**config.mk**
```make
export PLATFORM = sky130hd
export DESIGN_NAME = div_arbiter
export DESIGN_NICKNAME = d
export VERILOG_FILES = /design/src/rtl/div_arbiter.sv
export SDC_FILE = /design/constraint.sdc
export NUM_CORES = 1
export LEC_CHECK = 0
export CORE_MARGIN = 2
export CORE_UTILIZATION = 35
export CTS_BUF_LIST = sky130_fd_sc_hd__clkbuf_2
export CTS_CLUSTER_SIZE = 14
export DETAILED_ROUTE_END_ITERATION = 12
export PLACE_DENSITY = 0.79
export SYNTH_ARGS = -nofsm -noshare
export SYNTH_HDL_FRONTEND = slang
export SYNTH_SLANG_ARGS = --single-unit
```
**constraint.sdc**
```tcl
create_clock -name clock -period 3.8 [get_ports clock]
set_clock_uncertainty 0.15 [all_clocks]
set_input_delay 0.76 -clock clock [delete_from_list [all_inputs] [get_ports clock]]
set_output_delay 0.76 -clock clock [all_outputs]
set_load 0.005 [all_outputs]
```
**src/rtl/div_arbiter.sv**
```systemverilog
`default_nettype none
// ============================================================================
// Module   : div_arbiter
// Function : Round-robin arbiter sharing one iterative divider between two
//            requesters, with a watchdog that aborts a stalled divide.
// Revision : 1.0
// ============================================================================
module div_arbiter #(
   parameter int TIMEOUT = 40
) (
   input  logic        clock,
   input  logic        reset,
   input  logic        req0,
   input  logic        req1,
   input  logic [31:0] a0,
   input  logic [31:0] b0,
   input  logic [31:0] a1,
   input  logic [31:0] b1,
   output logic        done0,
   output logic        done1,
   output logic [31:0] result,
   output logic        exception,
   output logic        timeout,
   output logic        busy,
   output logic        div_ctrl_DIV,
   output logic [31:0] div_operandA,
   output logic [31:0] div_operandB,
   input  logic [31:0] div_result,
   input  logic        div_exception,
   input  logic        div_resultRDY
);

   localparam logic [1:0] c_IDLE  = 2'd0;
   localparam logic [1:0] c_START = 2'd1;
   localparam logic [1:0] c_WAIT  = 2'd2;
   localparam logic [1:0] c_DONE  = 2'd3;

   localparam logic [5:0] c_CNT_LAST = 6'(TIMEOUT - 1);

   logic [1:0]  r_state;
   logic [1:0]  w_next;
   logic        r_ptr;
   logic        r_id;
   logic [5:0]  r_cnt;
   logic [31:0] r_result;
   logic        r_exception;
   logic        r_timeout;
   logic [31:0] r_op_a;
   logic [31:0] r_op_b;

   logic        w_any_req;
   logic        w_grant_id;
   logic        w_cnt_expired;

   // Contention goes to the pointer's requester; otherwise whoever asked.
   assign w_any_req     = req0 | req1;
   assign w_grant_id    = (req0 & req1) ? r_ptr : req1;
   assign w_cnt_expired = (r_cnt == c_CNT_LAST);

   always_ff @(posedge clock or posedge reset) begin
      if (reset) begin
         r_state <= c_IDLE;
      end else begin
         r_state <= w_next;
      end
   end

   always_comb begin
      w_next = r_state;
      case (r_state)
         c_IDLE:  if (w_any_req) w_next = c_START;
         c_START: w_next = c_WAIT;
         c_WAIT:  if (div_resultRDY || w_cnt_expired) w_next = c_DONE;
         c_DONE:  w_next = c_IDLE;
         default: w_next = c_IDLE;
      endcase
   end

   always_comb begin
      div_ctrl_DIV = (r_state == c_START);
      busy         = (r_state != c_IDLE);
      done0        = (r_state == c_DONE) && !r_id;
      done1        = (r_state == c_DONE) &&  r_id;
   end

   // Operands are captured only at grant so the divider sees a stable divisor.
   always_ff @(posedge clock or posedge reset) begin
      if (reset) begin
         r_ptr       <= 1'b0;
         r_id        <= 1'b0;
         r_cnt       <= 6'd0;
         r_result    <= 32'd0;
         r_exception <= 1'b0;
         r_timeout   <= 1'b0;
         r_op_a      <= 32'd0;
         r_op_b      <= 32'd0;
      end else begin
         case (r_state)
            c_IDLE: begin
               if (w_any_req) begin
                  r_id   <= w_grant_id;
                  r_ptr  <= ~w_grant_id;
                  r_op_a <= w_grant_id ? a1 : a0;
                  r_op_b <= w_grant_id ? b1 : b0;
               end
            end
            c_START: begin
               r_cnt <= 6'd0;
            end
            c_WAIT: begin
               if (div_resultRDY) begin
                  r_result    <= div_result;
                  r_exception <= div_exception;
                  r_timeout   <= 1'b0;
               end else begin
                  r_cnt <= r_cnt + 6'd1;
                  if (w_cnt_expired) begin
                     r_result    <= 32'd0;
                     r_exception <= 1'b1;
                     r_timeout   <= 1'b1;
                  end
               end
            end
            default: begin
            end
         endcase
      end
   end

   assign result       = r_result;
   assign exception    = r_exception;
   assign timeout      = r_timeout;
   assign div_operandA = r_op_a;
   assign div_operandB = r_op_b;

endmodule
`default_nettype wire

```
Word level (Yosys, flattened, before mapping)
Cells that the tools add are included.
{ "totals": {"reg_bits": 108, "input_bits": 166, "output_inout_bits": 102, "wordCells": 45} }
{ "op_classes": {"addsub": 1, "n_eq_ne": 7, "mux": 13, "n_bitwise": 3, "n_reduce_logical": 12} }
{ "op_table": {"columns": ["cell", "count"], "rows": [
  ["two-way mux 32 bit", 4],
  ["one-hot mux 6 bit (2 select lines)", 1],
  ["one-hot mux 2 bit (4 select lines)", 1],
  ["AND reduction 2 bit", 4],
  ["adder 6 x 1 -> 6 bit, second input constant", 1],
  ["== test 6 bit, second input constant", 1],
  ["two-way mux 6 bit", 1],
  ["inequality test 2 bit, second input constant", 3],
  ["nonzero test 2 bit", 3],
  ["== test 2 bit, second input constant", 2],
  ["two-way mux 1 bit", 4],
  ["two-way mux 2 bit", 2],
  ["== test 2 x 1 -> 1 bit, second input constant", 1],
  ["logical AND 1 bit", 2],
  ["zero test 2 bit", 1],
  ["bitwise AND 1 bit", 1],
  ["zero test 1 bit", 1],
  ["logical OR 1 bit", 1],
  ["inverter 1 bit", 1],
  ["bitwise OR 1 bit", 1]
]} }

Depth between registers and ports, before layout
Gate-level depths: netlist (run 1).
{ "logic_depth": {"depth_word": 4, "ltp_mapped": 8, "ltp_nobuf": 6} }

Worst setup path after synthesis (run 1)
OpenSTA, ideal clock, no wires.
{ "synth_path": {"path_type": "input-to-reg", "startpoint": "input div_resultRDY", "endpoint": "register r_state[1]", "setup_time_ns": 0.125, "arrival_time_ns": 1.573, "required_ns": 3.525, "path_slack_ns": 1.952, "stages": 4, "path_buffers": 0, "cell_sequence": "nor2b_1 o21ai_0 o311a_1 mux2_2"} }
{ "synth_via": {"elab_chain_cells": 3} }
{ "synth_rtl": {"columns": ["item", "line_no", "text"], "rows": [
  ["start: declaration", "30", "input logic div_resultRDY"],
  ["logical OR 1 bit", "73", "c_WAIT: if (div_resultRDY || w_cnt_expired) w_next = c_DONE;"],
  ["inequality test 2 bit (no line)", null, null],
  ["AND reduction 2 bit (no line)", null, null],
  ["end signal: assignment", "62", "r_state <= c_IDLE;"],
  ["end signal: assignment", "64", "r_state <= w_next;"],
  ["end: declaration", "40", "logic [1:0] r_state;"]
]} }
No other way between the ends.
A chain may end at the register's enable or synchronous reset.

Worst setup path in the final report (run 1)
{ "layout_path": {"startpoint": "register r_state[0]", "endpoint": "output busy"} }
{ "layout_via": {"elab_chain_cells": 1} }
{ "layout_rtl": {"columns": ["item", "line_no", "text"], "rows": [
  ["nonzero test 2 bit", "81", "busy = (r_state != c_IDLE);"],
  ["end: declaration", "24", "output logic busy,"]
]} }
No other way between the ends.

==> reports/metrics.cfg, run 1 <==
[routing]
dr.pass1.iters=10
drcViolationCount=0
ant_nets=0
vias=4378
post_drt_wl_per_cell_um=18.1
drtIter0Drc=591
wirelength_um=15300
via_per_inst=5.17

[logic_synthesis]
synth_flop_cell=dfrtp_1
ys_async_sr_fraction_pct=100
synth_seq_cells=108
ys_seq_area_share_pct=60.3
syn_area_per_cell_um2=10.7
synth_top_area_cell=dfrtp_1
synth.top_cell.area_share_pct=60.3
synth_common_cells=dfrtp_1 (108), nand2_1 (72), inv_1 (70)
yosysUniqueCellTypes=27
synthesis.area_um2=4480
yosysMostFrequentCell=dfrtp_1
synth_edf_count=0
syn_nets=589
yosys_warnings=0
syn_inst=418
synth_area_leaders=dfrtp_1 (60%), a222oi_1 (14%), nand2_1 (6.0%), inv_1 (5.9%), nand3_1 (3.9%)

[clocking]
cts.path.max_buffers=2
clock-root-buffer=clkbuf_2
cts_tree=built
clk_pin_slew_ps=280
postCtsHoldBufs=0
clkSinkCount=108
clk_latency_ps=610
cts-buffers-inserted=9
htreeDepth=3
cts-resized-gates=0
cts_setup_buffers=0

[power]
p_sw_share_pct=34.8
comb_power_share_pct=49.9
peakVddDrop_uv=382
sequentialPowerShare_pct=39.7
power_switching_w=0.00174
p_clk_share_pct=10.5
power_leakage_nw=3.54
internal_power_w=0.00327
power.density_nw_per_um2=676

[floorplan]
die_w_um=117
rows=41
io_pins=268
fp.coreArea_um2=12600
dieArea_um2=13700
fp.dieH_um=117
initial_core_util_pct=35.6

[timing]
worst_pin_slew_ps=1200
min_period_over_period_pct=77.7
rsz0062_at_grt=no
period_minus_slack_ps=2950
setup_viol_count_final=0
timing.setup.tns_ps=0
max_freq_ghz=0.339
fin_hold_ws_ps=378
hold_violations=0
drv_slew=0
relSlewSlack_pct=19.7

[global_routing]
grt_max_degree=66
antenna_found_initial=0
first_global_vias=4276
grt.overflow.total=0
grt_pass1_wl_um=22500
gr-usage-all-layers_pct=21.6

[setup_path]
cp.arrival_ps=2040
r2r_start=r_cnt[0]$_DFFE_PP0P_
cp_slowest_stage_delay_ps=500
crit_path_end_kind=output pin
cp-startpoint=r_state[0]$_DFFE_PP0P_
critPathMostFrequentCell=inv_1
critical_path_class=register to output pin
cp_top_family=buffers and inverters
path_cells=inv_1 -> ha_1 -> inv_1 -> clkdlybuf4s50_1
worstPathRequired_ps=2890
slowest_stage=clkdlybuf4s50_1
cp_max_fo=5
worstPathBufferInverterCount=3
critPathLaunchType=register

[placement]
port_buffers=267
dpl.hpwl_um=11100
routabilityCongestion=0.843

[worst_hold_path]
hold_class=input port to async pin

[layout]
antenna_cells=0
syn2layout_area_growth_pct=65.3
drive_above_1_share_pct=4.15
final_nets=840

[outcome]
outcome=finished, final reports clean

[flow_run]
drv_cap=0

## power groups by stage
stage	combinational [W]	clock, W	sequential, W
after floorplan	0.000976	0	0.00201
after global placement	0.00244	0	0.00198
after detailed placement	0.00252	0	0.00201
after CTS	0.00253	0.000547	0.00199
after global routing	0.00273	0.000595	0.00205
final	0.00250	0.000525	0.00199
## flip-flops by register name (all words and copies together), names as in the netlist
register / flops
div_operandA: 32
div_operandB: 32
exception: 1
r_cnt: 6
r_id: 1
r_ptr: 1
r_state: 2
result: 32
timeout: 1
## worst paths after layout
kind | slack, ps | cells after the start | end
min in group clock | 380 | 2 | div_operandB[3]$_DFFE_PP0P_
worst max register to register | 1390 | 5 | result[10]$_DFFE_PP0P_
worst max-delay path | 850 | 4 | busy
worst min-delay path | 380 | 2 | result[12]$_DFFE_PP0P_
worst min register to register | 380 | 2 | div_operandB[3]$_DFFE_PP0P_
max in group asynchronous | 2340 | 3 | div_operandA[26]$_DFFE_PP0P_
## stage by stage
stage	cell area (um2)	utilization, %	total power (W)	instances	worst slack [ps]
finish	7410	58.9	0.00501	846	848
global route	7410	58.9	0.00537	846	681
CTS	7410	58.9	0.00507	846	763
detailed placement	7300	58.1	0.00453	830	1000
global placement	7300	58.1	0.00442	830	1080
floorplan	4480	-	0.00298	418	44.4
## area by class of cell
class | count | area, um2
tap | 172 | 215
timing repair buffer | 272 | 2720
clock buffer | 11 | 55.1
clock inverter | 5 | 52.6
multi-input combinational | 208 | 1390
fill | 1043 | 5160
sequential | 108 | 2700
inverter | 70 | 265
## cell families (layout without fill, tap and decap cells)
logic type,after synthesis,in the layout,synth area share [%]
AO/OA/AOI/OAI,80,80,16.6
adder cells (fa/ha/maj),5,5,1.40
buffers and inverters,102,358,9.33
flip-flops,108,108,60.3
multiplexers,2,2,0.475
AND/OR/NAND/NOR,121,121,11.8
## layer usage
metal | vias to the layer above | global-route usage [%] | part of all wire [%]
met2 | 230 | 36.1 | 49
met5 | - | 0 | 0
li1 | 1990 | - | -
met1 | 2133 | 24.6 | 37
met3 | 25 | 8.65 | 12
met4 | 0 | 8.94 | 2.3
## cells in the final DEF (no fill, tap or decap), types with 3 or more instances in the layout
cell type / synthesis / final
a222oi_1: 64 / 64
and2_1: 3 / 3
buf_4: 0 / 4
clkbuf_2: 0 / 11
clkdlybuf4s50_1: 0 / 267
clkinv_2: 0 / 3
dfrtp_1: 108 / 108
ha_1: 5 / 5
inv_1: 70 / 69
nand2_1: 72 / 72
nand3_1: 35 / 35
nor2_1: 3 / 3
o21ai_0: 7 / 6
(Power assumes the default switching activity.)
==> run 2, diff against run 1 <==
--- a/config.mk
+++ b/config.mk
@@ -6,11 +6,11 @@
 export NUM_CORES = 1
 export LEC_CHECK = 0
 export CORE_MARGIN = 2
-export CORE_UTILIZATION = 35
+export CORE_UTILIZATION = 39
 export CTS_BUF_LIST = sky130_fd_sc_hd__clkbuf_2
 export CTS_CLUSTER_SIZE = 14
 export DETAILED_ROUTE_END_ITERATION = 12
-export PLACE_DENSITY = 0.79
+export PLACE_DENSITY = 0.83
 export SYNTH_ARGS = -nofsm -noshare
 export SYNTH_HDL_FRONTEND = slang
 export SYNTH_SLANG_ARGS = --single-unit
==> constraint.sdc (replaced) <==
create_clock -name clock -period 2.9 [get_ports clock]
set_clock_uncertainty 0.15 [all_clocks]
set_input_delay 0.58 -clock clock [delete_from_list [all_inputs] [get_ports clock]]
set_output_delay 0.58 -clock clock [all_outputs]
set_load 0.005 [all_outputs]
==> run 2 against run 1 <==
Against the previous run: first-iteration DRC count fell by 9.3%; count of clock-buffer cells in the layout rose by 1; clock power rose by 30%; critical endpoint unchanged.
==> reports/metrics.cfg, run 2 (synthesized netlist as in run 1, its figures left out) <==
[setup_path]
cp_slowest_stage_delay_ps=500
path_cells=inv_1 -> ha_1 -> inv_1 -> clkdlybuf4s50_1
r2r_setup_slack_ps=750
worstPathRequired_ps=2170
timing.rr.end=r_state[1]$_DFFE_PP0P_
critical_path_class=register to output pin
worstPathBufferInverterCount=3
cp_top_family=buffers and inverters
r2r_cells=6
crit_path_end=busy
r2r_start=r_state[0]$_DFFE_PP0P_
slowest_stage=clkdlybuf4s50_1
crit_cells=4
critPathLaunchType=register
critPathMostFrequentCell=inv_1
cp_max_fo=5
cp-startpoint=r_state[0]$_DFFE_PP0P_
cp.arrival_ps=1980
crit_path_end_kind=output pin

[flow_run]
drv_cap=0

[routing]
via_per_inst=5.36
drtIter0Drc=536
dr.pass1.iters=8
ant_nets=0
vias=4401
wirelength_um=15200
post_drt_wl_per_cell_um=18.5
drcViolationCount=0

[layout]
final_cell_mix=clkdlybuf4s50_1 (267), dfrtp_1 (108), nand2_1 (72)
syn2layout_area_growth_pct=66.1
utilization_pct=65.7
final_nets=844
n_fill_cell=848
antenna_cells=0
layout_commonest_cell=clkdlybuf4s50_1
drive_above_1_share_pct=4.72

[floorplan]
io_pins=268
rows=39
initial_core_util_pct=39.6
die_w_um=111
fp.dieH_um=111
fp.coreArea_um2=11300
dieArea_um2=12400

[global_routing]
antenna_found_initial=0
grt.overflow.total=0
gr-usage-all-layers_pct=24.1
grt_max_degree=66
grt_pass1_wl_um=23700
first_global_vias=4556

[placement]
port_buffers=267
preCtsSetupSlack_ps=549
dpl.hpwl_um=11200
routabilityCongestion=0.893

[clocking]
cts_tree=built
clock-root-buffer=clkbuf_2
cts-buffers-inserted=9
cts.path.max_buffers=2
cts_setup_buffers=0
clkSinkCount=108
htreeDepth=3
clk_pin_slew_ps=270
postCtsHoldBufs=0
clk_latency_ps=560
cts-resized-gates=0

[power]
power.total_w=0.00661
sequentialPowerShare_pct=39.2
p_sw_share_pct=34.5
internal_power_w=0.00433
peakVddDrop_uv=504
power_leakage_nw=3.56
power_switching_w=0.00228
power.density_nw_per_um2=888
p_clk_share_pct=10.4
comb_power_share_pct=50.4

[timing]
worst_pin_slew_ps=613
timing.setup.tns_ps=0
hold_violations=0
max_freq_ghz=0.368
rsz0062_at_grt=no
drv_slew=0
finalWorstSetupSlack_ps=186
period_minus_slack_ps=2710
min_period_over_period_pct=93.6
setup_viol_count_final=0
relSlewSlack_pct=59.2

[worst_hold_path]
hold_class=input port to async pin

[outcome]
outcome=finished, final reports clean

[run 2: per-layer routing]
metal / track usage, % / vias up / part of all wire [%]
met5: 0 / - / 0
met4: 12.4 / 0 / 4.2
met3: 6.67 / 40 / 8.7
met2: 39.6 / 224 / 49
met1: 28.9 / 2139 / 39
li1: - / 1998 / -
[run 2: worst min-delay path, delay by kind of cell]
family,cells,cell delay [ps]
buffers and inverters,3,830
[run 2: worst min path at each step]
stage                                         to  slack [ps]
detailed placement  div_operandB[24]$_DFFE_PP0P_         330
CTS                 div_operandB[12]$_DFFE_PP0P_         220
global route         div_operandB[7]$_DFFE_PP0P_         210
finish               div_operandB[9]$_DFFE_PP0P_         260
global placement    div_operandB[22]$_DFFE_PP0P_         320
floorplan                   r_cnt[5]$_DFFE_PP0P_         310
[run 2: power by group through the flow]
stage	registers, W	clock network [W]	logic [W]
3_3_place_gp	0.00258	0	0.00325
2_1_floorplan	0.00263	0	0.00128
3_5_place_dp	0.00262	0	0.00336
5_1_grt	0.00267	0.000773	0.00361
4_1_cts	0.00259	0.000709	0.00338
6_report	0.00259	0.000685	0.00334
[run 2: layout make-up]
type / count / area [um2] / share of cell area, %
Timing Repair Buffer: 276 / 2790 / 37.5
Sequential cell: 108 / 2700 / 36.3
Multi-Input combinational cell: 208 / 1390 / 18.7
Inverter: 70 / 267 / 3.58
Tap cell: 143 / 179 / 2.40
Clock buffer: 12 / 60.1 / 0.807
Clock inverter: 4 / 50.0 / 0.672
[run 2: through the flow]
| step | instances | instance area (um2) | hold slack, ps |
|---|---|---|---|
| finish | 821 | 7440 | 265 |
| global route | 821 | 7440 | 213 |
| global placement | 805 | 7330 | 321 |
| CTS | 821 | 7440 | 220 |
| detailed placement | 805 | 7330 | 330 |
| floorplan | 418 | 4480 | 308 |
